<file path="config.mk">
export PLATFORM = sky130hd
export DESIGN_NAME = tlb_ctl
export DESIGN_NICKNAME = d
export VERILOG_FILES = /design/src/rtl/tlb_pkg.sv /design/src/rtl/tlb_ctl_par3.sv /design/src/rtl/tlb_ctl.sv
export SDC_FILE = /design/constraint.sdc
export NUM_CORES = 1
export LEC_CHECK = 0
export BUFFER_PORTS_ARGS = -buffer_cell sky130_fd_sc_hd__buf_2
export CORE_UTILIZATION = 35
export DETAILED_ROUTE_END_ITERATION = 12
export GPL_TIMING_DRIVEN = 0
export PLACE_DENSITY = 0.74
export SETUP_SLACK_MARGIN = 0.4
export SLEW_MARGIN = 20
export SYNTH_ARGS = -nofsm -noshare
export SYNTH_HDL_FRONTEND = slang
export SYNTH_SLANG_ARGS = --single-unit
</file>
<file path="constraint.sdc">
create_clock -name clk -period 1.6 [get_ports clk]
set_input_delay 0.08 -clock clk [delete_from_list [all_inputs] [get_ports clk]]
set_output_delay 0.08 -clock clk [all_outputs]
set_load 0.01 [all_outputs]
</file>
<file path="src/rtl/tlb_pkg.sv">
// Shared types, entry field positions and parity helper for the TLB RAM sequencer.
package tlb_pkg;

  typedef enum logic [2:0] {
    StIdle,
    StRd,
    StWs,
    StWp,
    StWh,
    StSw
  } tlb_state_e;

  localparam int unsigned DataW    = 20;
  localparam int unsigned AddrW    = 8;
  // RAM data bit 0 carries entry bit D[4]
  localparam int unsigned DLsb     = 4;
  localparam int unsigned TagWDef  = 5;

  localparam int unsigned VALID_BIT = 23;
  localparam int unsigned TAG_HI    = 22;
  localparam int unsigned TAG_LO    = TAG_HI - TagWDef + 1;

  localparam int unsigned G0Hi = 11;
  localparam int unsigned G0Lo = 4;
  localparam int unsigned G1Hi = 19;
  localparam int unsigned G1Lo = 12;
  localparam int unsigned G2Hi = 23;
  localparam int unsigned G2Lo = 20;

  function automatic logic [2:0] tlb_parity(input logic [DataW-1:0] d, input logic odd);
    logic [2:0] p;
    p[0] = (^d[G0Hi-DLsb:G0Lo-DLsb]) ^ odd;
    p[1] = (^d[G1Hi-DLsb:G1Lo-DLsb]) ^ odd;
    p[2] = (^d[G2Hi-DLsb:G2Lo-DLsb]) ^ odd;
    return p;
  endfunction

endpackage

</file>
<file path="src/rtl/tlb_ctl_par3.sv">
// Combinational three-group parity generator over a 20-bit TLB entry (D[23:4]).
module tlb_par3
  import tlb_pkg::*;
#(
  parameter bit PAR_ODD = 1'b1
) (
  input  logic [DataW-1:0] d_i,
  output logic [2:0]       p_o
);

  always_comb begin
    p_o = tlb_parity(d_i, PAR_ODD);
  end

endmodule

</file>
<file path="src/rtl/tlb_ctl.sv">
// Sequencer for the 256-entry asynchronous TLB RAM: lookup, fill and invalidate-all.
// Optional macro TLB_SCRUB_EN: a lookup with a parity error zeroes the corrupt entry.
module tlb_ctl
  import tlb_pkg::*;
#(
  parameter int unsigned TAG_W   = TagWDef,
  parameter bit          PAR_ODD = 1'b1
) (
  input  logic             clk,
  input  logic             rst,
  input  logic             lk_req,
  input  logic [7:0]       lk_idx,
  input  logic [TAG_W-1:0] lk_tag,
  input  logic             fl_req,
  input  logic [7:0]       fl_idx,
  input  logic [19:0]      fl_data,
  input  logic             inv_req,
  output logic [7:0]       ram_a,
  output logic [19:0]      ram_d,
  output logic [2:0]       ram_dp,
  output logic             ram_nwe,
  input  logic [19:0]      ram_q,
  input  logic [2:0]       ram_qp,
  output logic             busy,
  output logic             lk_done,
  output logic             lk_hit,
  output logic [19:0]      lk_data,
  output logic             perr
);

  tlb_state_e state_q, state_d;

  logic [AddrW-1:0] ram_a_q, ram_a_d;
  logic [DataW-1:0] ram_d_q, ram_d_d;
  logic [2:0]       ram_dp_q, ram_dp_d;
  logic             ram_nwe_q, ram_nwe_d;
  logic [AddrW-1:0] cnt_q, cnt_d;
  logic             sweep_q, sweep_d;
  logic [TAG_W-1:0] tag_q, tag_d;
  logic             lk_done_q, lk_done_d;
  logic             lk_hit_q, lk_hit_d;
  logic [DataW-1:0] lk_data_q, lk_data_d;
  logic             perr_q, perr_d;

  logic [DataW-1:0] wr_data;
  logic [2:0]       wr_par;
  logic [2:0]       rd_par;
  logic             rd_perr;
  logic             rd_hit;
  logic             load_wr;

  tlb_par3 #(
    .PAR_ODD(PAR_ODD)
  ) u_wr_par (
    .d_i(wr_data),
    .p_o(wr_par)
  );

  tlb_par3 #(
    .PAR_ODD(PAR_ODD)
  ) u_rd_par (
    .d_i(ram_q),
    .p_o(rd_par)
  );

  // Only an accepted fill writes real data; sweeps and scrubs write zeros.
  always_comb begin
    wr_data = '0;
    if (state_q == StIdle && !inv_req && fl_req) begin
      wr_data = fl_data;
    end
  end

  always_comb begin
    rd_perr = (rd_par != ram_qp);
    rd_hit  = ram_q[VALID_BIT-DLsb] && (ram_q[TAG_HI-DLsb -: TAG_W] == tag_q) && !rd_perr;
  end

  // State register and all datapath flops.
  always_ff @(posedge clk) begin
    if (rst) begin
      state_q   <= StIdle;
      ram_a_q   <= '0;
      ram_d_q   <= '0;
      ram_dp_q  <= '0;
      ram_nwe_q <= 1'b1;
      cnt_q     <= '0;
      sweep_q   <= 1'b0;
      tag_q     <= '0;
      lk_done_q <= 1'b0;
      lk_hit_q  <= 1'b0;
      lk_data_q <= '0;
      perr_q    <= 1'b0;
    end else begin
      state_q   <= state_d;
      ram_a_q   <= ram_a_d;
      ram_d_q   <= ram_d_d;
      ram_dp_q  <= ram_dp_d;
      ram_nwe_q <= ram_nwe_d;
      cnt_q     <= cnt_d;
      sweep_q   <= sweep_d;
      tag_q     <= tag_d;
      lk_done_q <= lk_done_d;
      lk_hit_q  <= lk_hit_d;
      lk_data_q <= lk_data_d;
      perr_q    <= perr_d;
    end
  end

  // Next-state logic.
  always_comb begin
    state_d = state_q;
    unique case (state_q)
      StIdle: begin
        if (inv_req || fl_req) begin
          state_d = StWs;
        end else if (lk_req) begin
          state_d = StRd;
        end
      end
      StRd: begin
        state_d = StIdle;
`ifdef TLB_SCRUB_EN
        if (rd_perr) begin
          state_d = StWs;
        end
`endif
      end
      StWs:    state_d = StWp;
      StWp:    state_d = StWh;
      StWh:    state_d = sweep_q ? StSw : StIdle;
      StSw:    state_d = (cnt_q == '1) ? StIdle : StWs;
      default: state_d = StIdle;
    endcase
  end

  // Datapath next values; address and write data only move on entry to WS or RD.
  always_comb begin
    ram_a_d   = ram_a_q;
    ram_d_d   = ram_d_q;
    ram_dp_d  = ram_dp_q;
    cnt_d     = cnt_q;
    sweep_d   = sweep_q;
    tag_d     = tag_q;
    lk_done_d = 1'b0;
    lk_hit_d  = lk_hit_q;
    lk_data_d = lk_data_q;
    perr_d    = perr_q;
    load_wr   = 1'b0;
    // Strobe is a registered decode of the upcoming state, so it never glitches.
    ram_nwe_d = (state_d != StWp);

    unique case (state_q)
      StIdle: begin
        if (inv_req) begin
          load_wr = 1'b1;
          ram_a_d = '0;
          cnt_d   = '0;
          sweep_d = 1'b1;
        end else if (fl_req) begin
          load_wr = 1'b1;
          ram_a_d = fl_idx;
        end else if (lk_req) begin
          ram_a_d = lk_idx;
          tag_d   = lk_tag;
        end
      end
      StRd: begin
        lk_done_d = 1'b1;
        lk_data_d = ram_q;
        lk_hit_d  = rd_hit;
        perr_d    = rd_perr;
`ifdef TLB_SCRUB_EN
        load_wr   = rd_perr;
`endif
      end
      StSw: begin
        cnt_d = cnt_q + 8'd1;
        if (cnt_q != '1) begin
          ram_a_d = cnt_q + 8'd1;
          load_wr = 1'b1;
        end else begin
          sweep_d = 1'b0;
        end
      end
      default: ;
    endcase

    if (load_wr) begin
      ram_d_d  = wr_data;
      ram_dp_d = wr_par;
    end
  end

  // Outputs.
  always_comb begin
    busy    = (state_q != StIdle);
    ram_a   = ram_a_q;
    ram_d   = ram_d_q;
    ram_dp  = ram_dp_q;
    ram_nwe = ram_nwe_q;
    lk_done = lk_done_q;
    lk_hit  = lk_hit_q;
    lk_data = lk_data_q;
    perr    = perr_q;
  end

endmodule

</file>
==> results_dict.tcl, run 1 <==
set metrics [dict create \
    r2r_end "cnt_q[6]$_SDFFE_PP0P_" \
    hold_ws_ps 1.747 \
    nFillCells 847 \
    p_total_mw 5.366 \
    place.gp.congestion 0.8774 \
    synth_edf_count 0 \
    power.share.sequential 0.371 \
    antenna_found_initial 0 \
    worstPathArrival_ps 1890 \
    yosysSeqAreaShare 0.4283 \
    h-tree-depth 3 \
    p_switching_mw 1.538 \
    cp-start-kind "flip-flop" \
    drc 0 \
    comb_power_share 0.288 \
    overflow 0 \
    final-seq-area_um2 1468 \
    row_count 35 \
    path_max_fanout 8 \
    setup_viol 1 \
    cts.clk_slew.worst_paths_ps 80 \
    cts.sinks 72 \
    core-area_um2 9284 \
    drive_gt1_frac 0.5276 \
    drtIter0Drc 161 \
    antenna_cells 0 \
    clk_latency_ps 350 \
    reg2regPathDepth 7 \
    finalCritPeriodShare 1.030 \
    cts_tree "yes" \
    place_area_um2 4400 \
    syn_inst 381 \
    total_leakage_power_nw 2.451 \
    reg2reg_from "state_q[0]$_SDFF_PP0_" \
    clock-root-buffer "clkbuf_8" \
    synth_ff_type "dfxtp_1" \
    async_flop_share 0 \
    area_growth_pct 66.02 \
    synth_area_um2 3366 \
    ys_warn_count 0 \
    syn_area_per_cell_um2 8.834 \
    tightest_slew_ps 760.4 \
    viasPerCell 4.896 \
    holdPathEnd "ram_d[9]$_SDFFE_PP0P_" \
    peakVddDrop_uv 579.1 \
    io_pins 125 \
    worstHoldPathType "in2reg" \
    hp-start "fl_data[9]" \
    place_ws_ps -2.175 \
    utilization 0.6019 \
    clockPowerShare 0.340 \
    final_common_cell "buf_2" \
    wl_um 10440 \
    dp_hpwl_um 6672 \
    critPathKind "reg2reg" \
    clock_skew_ps 8.895 \
    yosysUniqueCellTypes 47 \
    power_density_nw_per_um2 960.4 \
    final_cell_mix "buf_2, dfxtp_1, nor2_1" \
    failed_checks "setup timing" \
    avgRoutedWirePerCell_um 14.72 \
    synth-seq-cells 72 \
    intPower_mw 3.828 \
    cts_buffer_depth 2 \
    dieArea_um2 10010 \
    die_y_um 100.1 \
    hold_viol_final 0 \
    required_ps 1840 \
    drv_cap 0 \
    grt_max_degree 13 \
    tns_ps -47.34 \
    min_period_ps 1647 \
    grt_util_all_layers 0.2096 \
    initial_core_util 0.3625 \
    setup_slack_ps -47.34 \
    ant_nets 0 \
    firstDrtPassIters 4 \
    cts_made_buffers 9 \
    dp.cells 633 \
    p_sw_frac 0.2867 \
    slew-limit-headroom 0.4931 \
    grt_pass1_vias 3574 \
    end_kind "flip-flop" \
    min_delay_path_depth 3 \
    maxSlewViolCount 0 \
    multiInputGateArea_um2 2215 \
    grt_first_pass_wirelength_um 16500 \
    io_buffers 123 \
    vias 3471 \
    fin_area_um2 5588 \
    fmaxAchievable_mhz 607.0 \
    syn_nets 451 \
    fin_nets 646 \
    stdcell_count 709 \
    die_x_um 100.1 \
    grt_setup_unrepaired "true" \
    status "complete, but fails checks" \
    reg2reg_slack_ps -50 \
]
-- cell families (layout without fill, tap and decap cells) --
family | Yosys count | in the layout | share of synthesized area
buffers and inverters | 31 | 230 | 0.04907
and+or+nand+nor | 128 | 128 | 0.1725
adders and majority gates | 1 | 1 | 0.003717
xor gates and xnor gates | 45 | 45 | 0.1253
AOI/OAI and AO/OA | 91 | 91 | 0.1825
DFF | 72 | 72 | 0.4283
muxes | 13 | 13 | 0.03866
-- power groups by stage --
stage          clock network [mW]  registers, mW  logic (mW)
6_report                     1.83           1.99        1.55
3_5_place_dp                    0           2.03        1.14
2_1_floorplan                   0           2.07       0.719
3_3_place_gp                    0           2.02        1.11
5_1_grt                      1.95           2.01        1.67
4_1_cts                      1.85           1.99        1.41
-- state kept, by name, indices dropped and copies added, names as in the netlist --
register	count
ram_dp	3
ram_a	8
tag_q	5
sweep_q	1
ram_nwe	1
lk_hit	1
lk_done	1
perr	1
lk_data	20
cnt_q	8
state_q	3
ram_d	20
-- how the worst max path moves through the flow --
stage / cells after the start / start / slack [ps] / end
2_1_floorplan: 7 / state_q[0]$_SDFF_PP0_ / 150 / ram_d[1]$_SDFFE_PP0P_
4_1_cts: 7 / state_q[0]$_SDFF_PP0_ / 70 / ram_d[11]$_SDFFE_PP0P_
3_3_place_gp: 5 / state_q[1]$_SDFF_PP0_ / 30 / lk_data[18]$_SDFFE_PP0P_
6_report: 7 / state_q[0]$_SDFF_PP0_ / -50 / cnt_q[6]$_SDFFE_PP0P_
3_5_place_dp: 7 / state_q[2]$_SDFF_PP0_ / -2 / ram_d[4]$_SDFFE_PP0P_
5_1_grt: 7 / state_q[0]$_SDFF_PP0_ / -80 / cnt_q[6]$_SDFFE_PP0P_
-- critical path, cell delays in order (launching register included) --
cell,delay (ps)
dfxtp_2,320
buf_6,120
buf_4,130
and3b_1,160
buf_6,140
a21oi_4,300
a21oi_2,50
a211oi_1,310
-- synth_stat cells (all sizes together) (4+ instances only) --
| library cell | number | share of area |
|---|---|---|
| xor2 | 11 | 0.029 |
| buf | 11 | 0.027 |
| o21ai | 9 | 0.013 |
| clkbuf | 16 | 0.018 |
| inv | 4 | 0.0045 |
| xnor2 | 32 | 0.083 |
| a21oi | 39 | 0.061 |
| nor3 | 9 | 0.017 |
| a211oi | 8 | 0.022 |
| nand2 | 47 | 0.053 |
| a221oi | 4 | 0.012 |
| nor2 | 51 | 0.057 |
| a22oi | 21 | 0.047 |
| dfxtp | 72 | 0.43 |
| nand3 | 6 | 0.0089 |
| nand3b | 4 | 0.010 |
| mux2i | 13 | 0.039 |
-- per-layer routing --
layer	track usage	vias to the layer above	routed length, um
met2	0.3650	128	5148
met3	0.05710	16	716
met5	0	-	0
met1	0.2483	1626	4400
met4	0.07358	0	172
li1	-	1701	-
-- timing repair --
action,in CTS,in global routing
endpoints found under the hold margin,21,1
cloned,4,1
hold buffers,21,1
setup buffers,19,15
pin swaps,31,9
gates resized for setup,73,29
endpoints found under the setup margin,72,72
-- area by class of cell --
type,instances,share of cell area
plain buffers,27,0.05016
clock buffers,10,0.02665
repair buffers,184,0.2143
flip-flops and latches,72,0.2627
clock inverters,5,0.01836
well taps,129,0.02888
inverters,4,0.002687
multi-input cells,278,0.3963
No activity file was read; power rests on OpenSTA's default activity.
==> inputs of run 2 (changes only) <==
- RECOVER_POWER: unset -> 50
==> results_dict.tcl, run 2 (same netlist as run 1, synthesis figures left out) <==
set metrics [dict create \
    ant_nets 0 \
    holdPathEnd "ram_d[9]$_SDFFE_PP0P_" \
    cts_made_buffers 9 \
    overflow 0 \
    cpPeakStageDelay_ps 320 \
    cts.clk_slew.worst_paths_ps 80 \
    p_total_mw 5.340 \
    power.share.sequential 0.374 \
    fin_nets 646 \
    wl_um 10390 \
    status "complete, but fails checks" \
    maxSlewViolCount 0 \
    startpoint "state_q[0]$_SDFF_PP0_" \
    power_density_nw_per_um2 967.6 \
    dp_hpwl_um 6672 \
    die_y_um 100.1 \
    cts_buffer_depth 2 \
    p_switching_mw 1.540 \
    path_max_fanout 8 \
    hold_viol_final 0 \
    peakVddDrop_uv 593.2 \
    clock-root-buffer "clkbuf_8" \
    grt_util_all_layers 0.2096 \
    utilization 0.5945 \
    clock_skew_ps 9.450 \
    reg2reg_from "state_q[0]$_SDFF_PP0_" \
    grt_pass1_vias 3574 \
    final_common_cell "buf_2" \
    tightest_slew_ps 766.6 \
    path_common_cell "buf_6" \
    fmaxAchievable_mhz 621.9 \
    viasPerCell 4.906 \
    cts.sinks 72 \
    finalCritPeriodShare 1.005 \
    io_buffers 123 \
    min_period_ps 1608 \
    reg2reg_slack_ps -8 \
    antenna_cells 0 \
    avgRoutedWirePerCell_um 14.65 \
    setup_slack_ps -7.900 \
    row_count 35 \
    final_cell_mix "buf_2, clkbuf_1, dfxtp_1" \
    setup_viol 1 \
    grt_first_pass_wirelength_um 16500 \
    cp-start-kind "flip-flop" \
    path_cells "buf_6, buf_4, and3b_1, buf_6, a21oi_4, a21oi_2, a211oi_1" \
    grt_max_degree 13 \
    drc 0 \
    place.gp.congestion 0.8774 \
    initial_core_util 0.3625 \
    hp-start "fl_data[9]" \
    firstDrtPassIters 4 \
    grt_setup_unrepaired "true" \
    h-tree-depth 3 \
    slew-limit-headroom 0.4889 \
    failed_checks "setup timing" \
    core-area_um2 9284 \
    r2r_end "cnt_q[6]$_SDFFE_PP0P_" \
    comb_power_share 0.284 \
    worstPathArrival_ps 1850 \
    vias 3478 \
    reg2regPathDepth 7 \
    required_ps 1850 \
    min_delay_path_depth 3 \
    die_x_um 100.1 \
    drtIter0Drc 150 \
    clk_latency_ps 350 \
    drive_gt1_frac 0.4328 \
    total_leakage_power_nw 2.225 \
    tns_ps -7.900 \
    cts_tree "yes" \
    end_kind "flip-flop" \
    slowest_stage "dfxtp_2" \
    drv_cap 0 \
    intPower_mw 3.800 \
    io_pins 125 \
    clockPowerShare 0.342 \
    p_sw_frac 0.2884 \
    dieArea_um2 10010 \
    antenna_found_initial 0 \
    hold_ws_ps 3.043 \
    critPathKind "reg2reg" \
    worstHoldPathType "in2reg" \
    area_growth_pct 63.98 \
]
## run 2: cell types whose count changed in the layout (fill, tap and decap cells not counted), sizes merged
cell    delta
clkbuf    +55
buf       -55
## run 2: worst max-delay path by stage
stage | end | slack, ps | cells past startpoint
2_1_floorplan | ram_d[1]$_SDFFE_PP0P_ | 150 | 7
3_3_place_gp | lk_data[18]$_SDFFE_PP0P_ | 30 | 5
3_5_place_dp | ram_d[4]$_SDFFE_PP0P_ | -2 | 7
4_1_cts | ram_d[11]$_SDFFE_PP0P_ | 70 | 7
5_1_grt | cnt_q[6]$_SDFFE_PP0P_ | -80 | 7
6_report | cnt_q[6]$_SDFFE_PP0P_ | -8 | 7
## run 2: power groups by stage
stage / sequential [mW] / clock [mW] / combinational [mW]
6_report: 2.00 / 1.83 / 1.52
2_1_floorplan: 2.07 / 0 / 0.719
3_5_place_dp: 2.03 / 0 / 1.14
4_1_cts: 1.99 / 1.85 / 1.41
5_1_grt: 2.01 / 1.95 / 1.64
3_3_place_gp: 2.02 / 0 / 1.11
## run 2: worst max-delay path, delay by kind of cell (launching register included)
kind | cells | cell delay (ps)
buf+inv | 3 | 390
simple gates | 1 | 160
flops | 1 | 320
compound gates | 3 | 630
## run 2: area by class of cell
type,instances,area [um^2]
sequential,72,1468
clock buffer,10,148.9
multi-input combinational,278,2215
timing repair buffer,184,1129
inverter,4,15.01
clock inverter,5,102.6
buffer,27,280.3
tap,129,161.4
fill,880,3765
## run 2: repair_timing
item / CTS / global route
hold endpoints to repair: 21 / 1
setup endpoints to repair: 72 / 72
pin swaps: 31 / 9
gates resized for setup: 73 / 29
cloned: 4 / 1
setup buffers: 19 / 15
hold buffers: 21 / 1
## run 2: routing by layer
layer,routed length [um],GRT usage
met4,216,0.07358
met1,4398,0.2483
met2,5122,0.3650
met3,648,0.05710
met5,0,0
## run 2: metrics by stage
| stage | instance area [um^2] | std cells | worst slack, ps |
|---|---|---|---|
| floorplan | 3623 | 381 | 149.9 |
| finish | 5519 | 709 | -7.900 |
| global route | 5519 | 709 | -76.76 |
| detailed placement | 4400 | 633 | -2.175 |
| CTS | 5343 | 692 | 70.84 |
| global placement | 4400 | 633 | 30.86 |
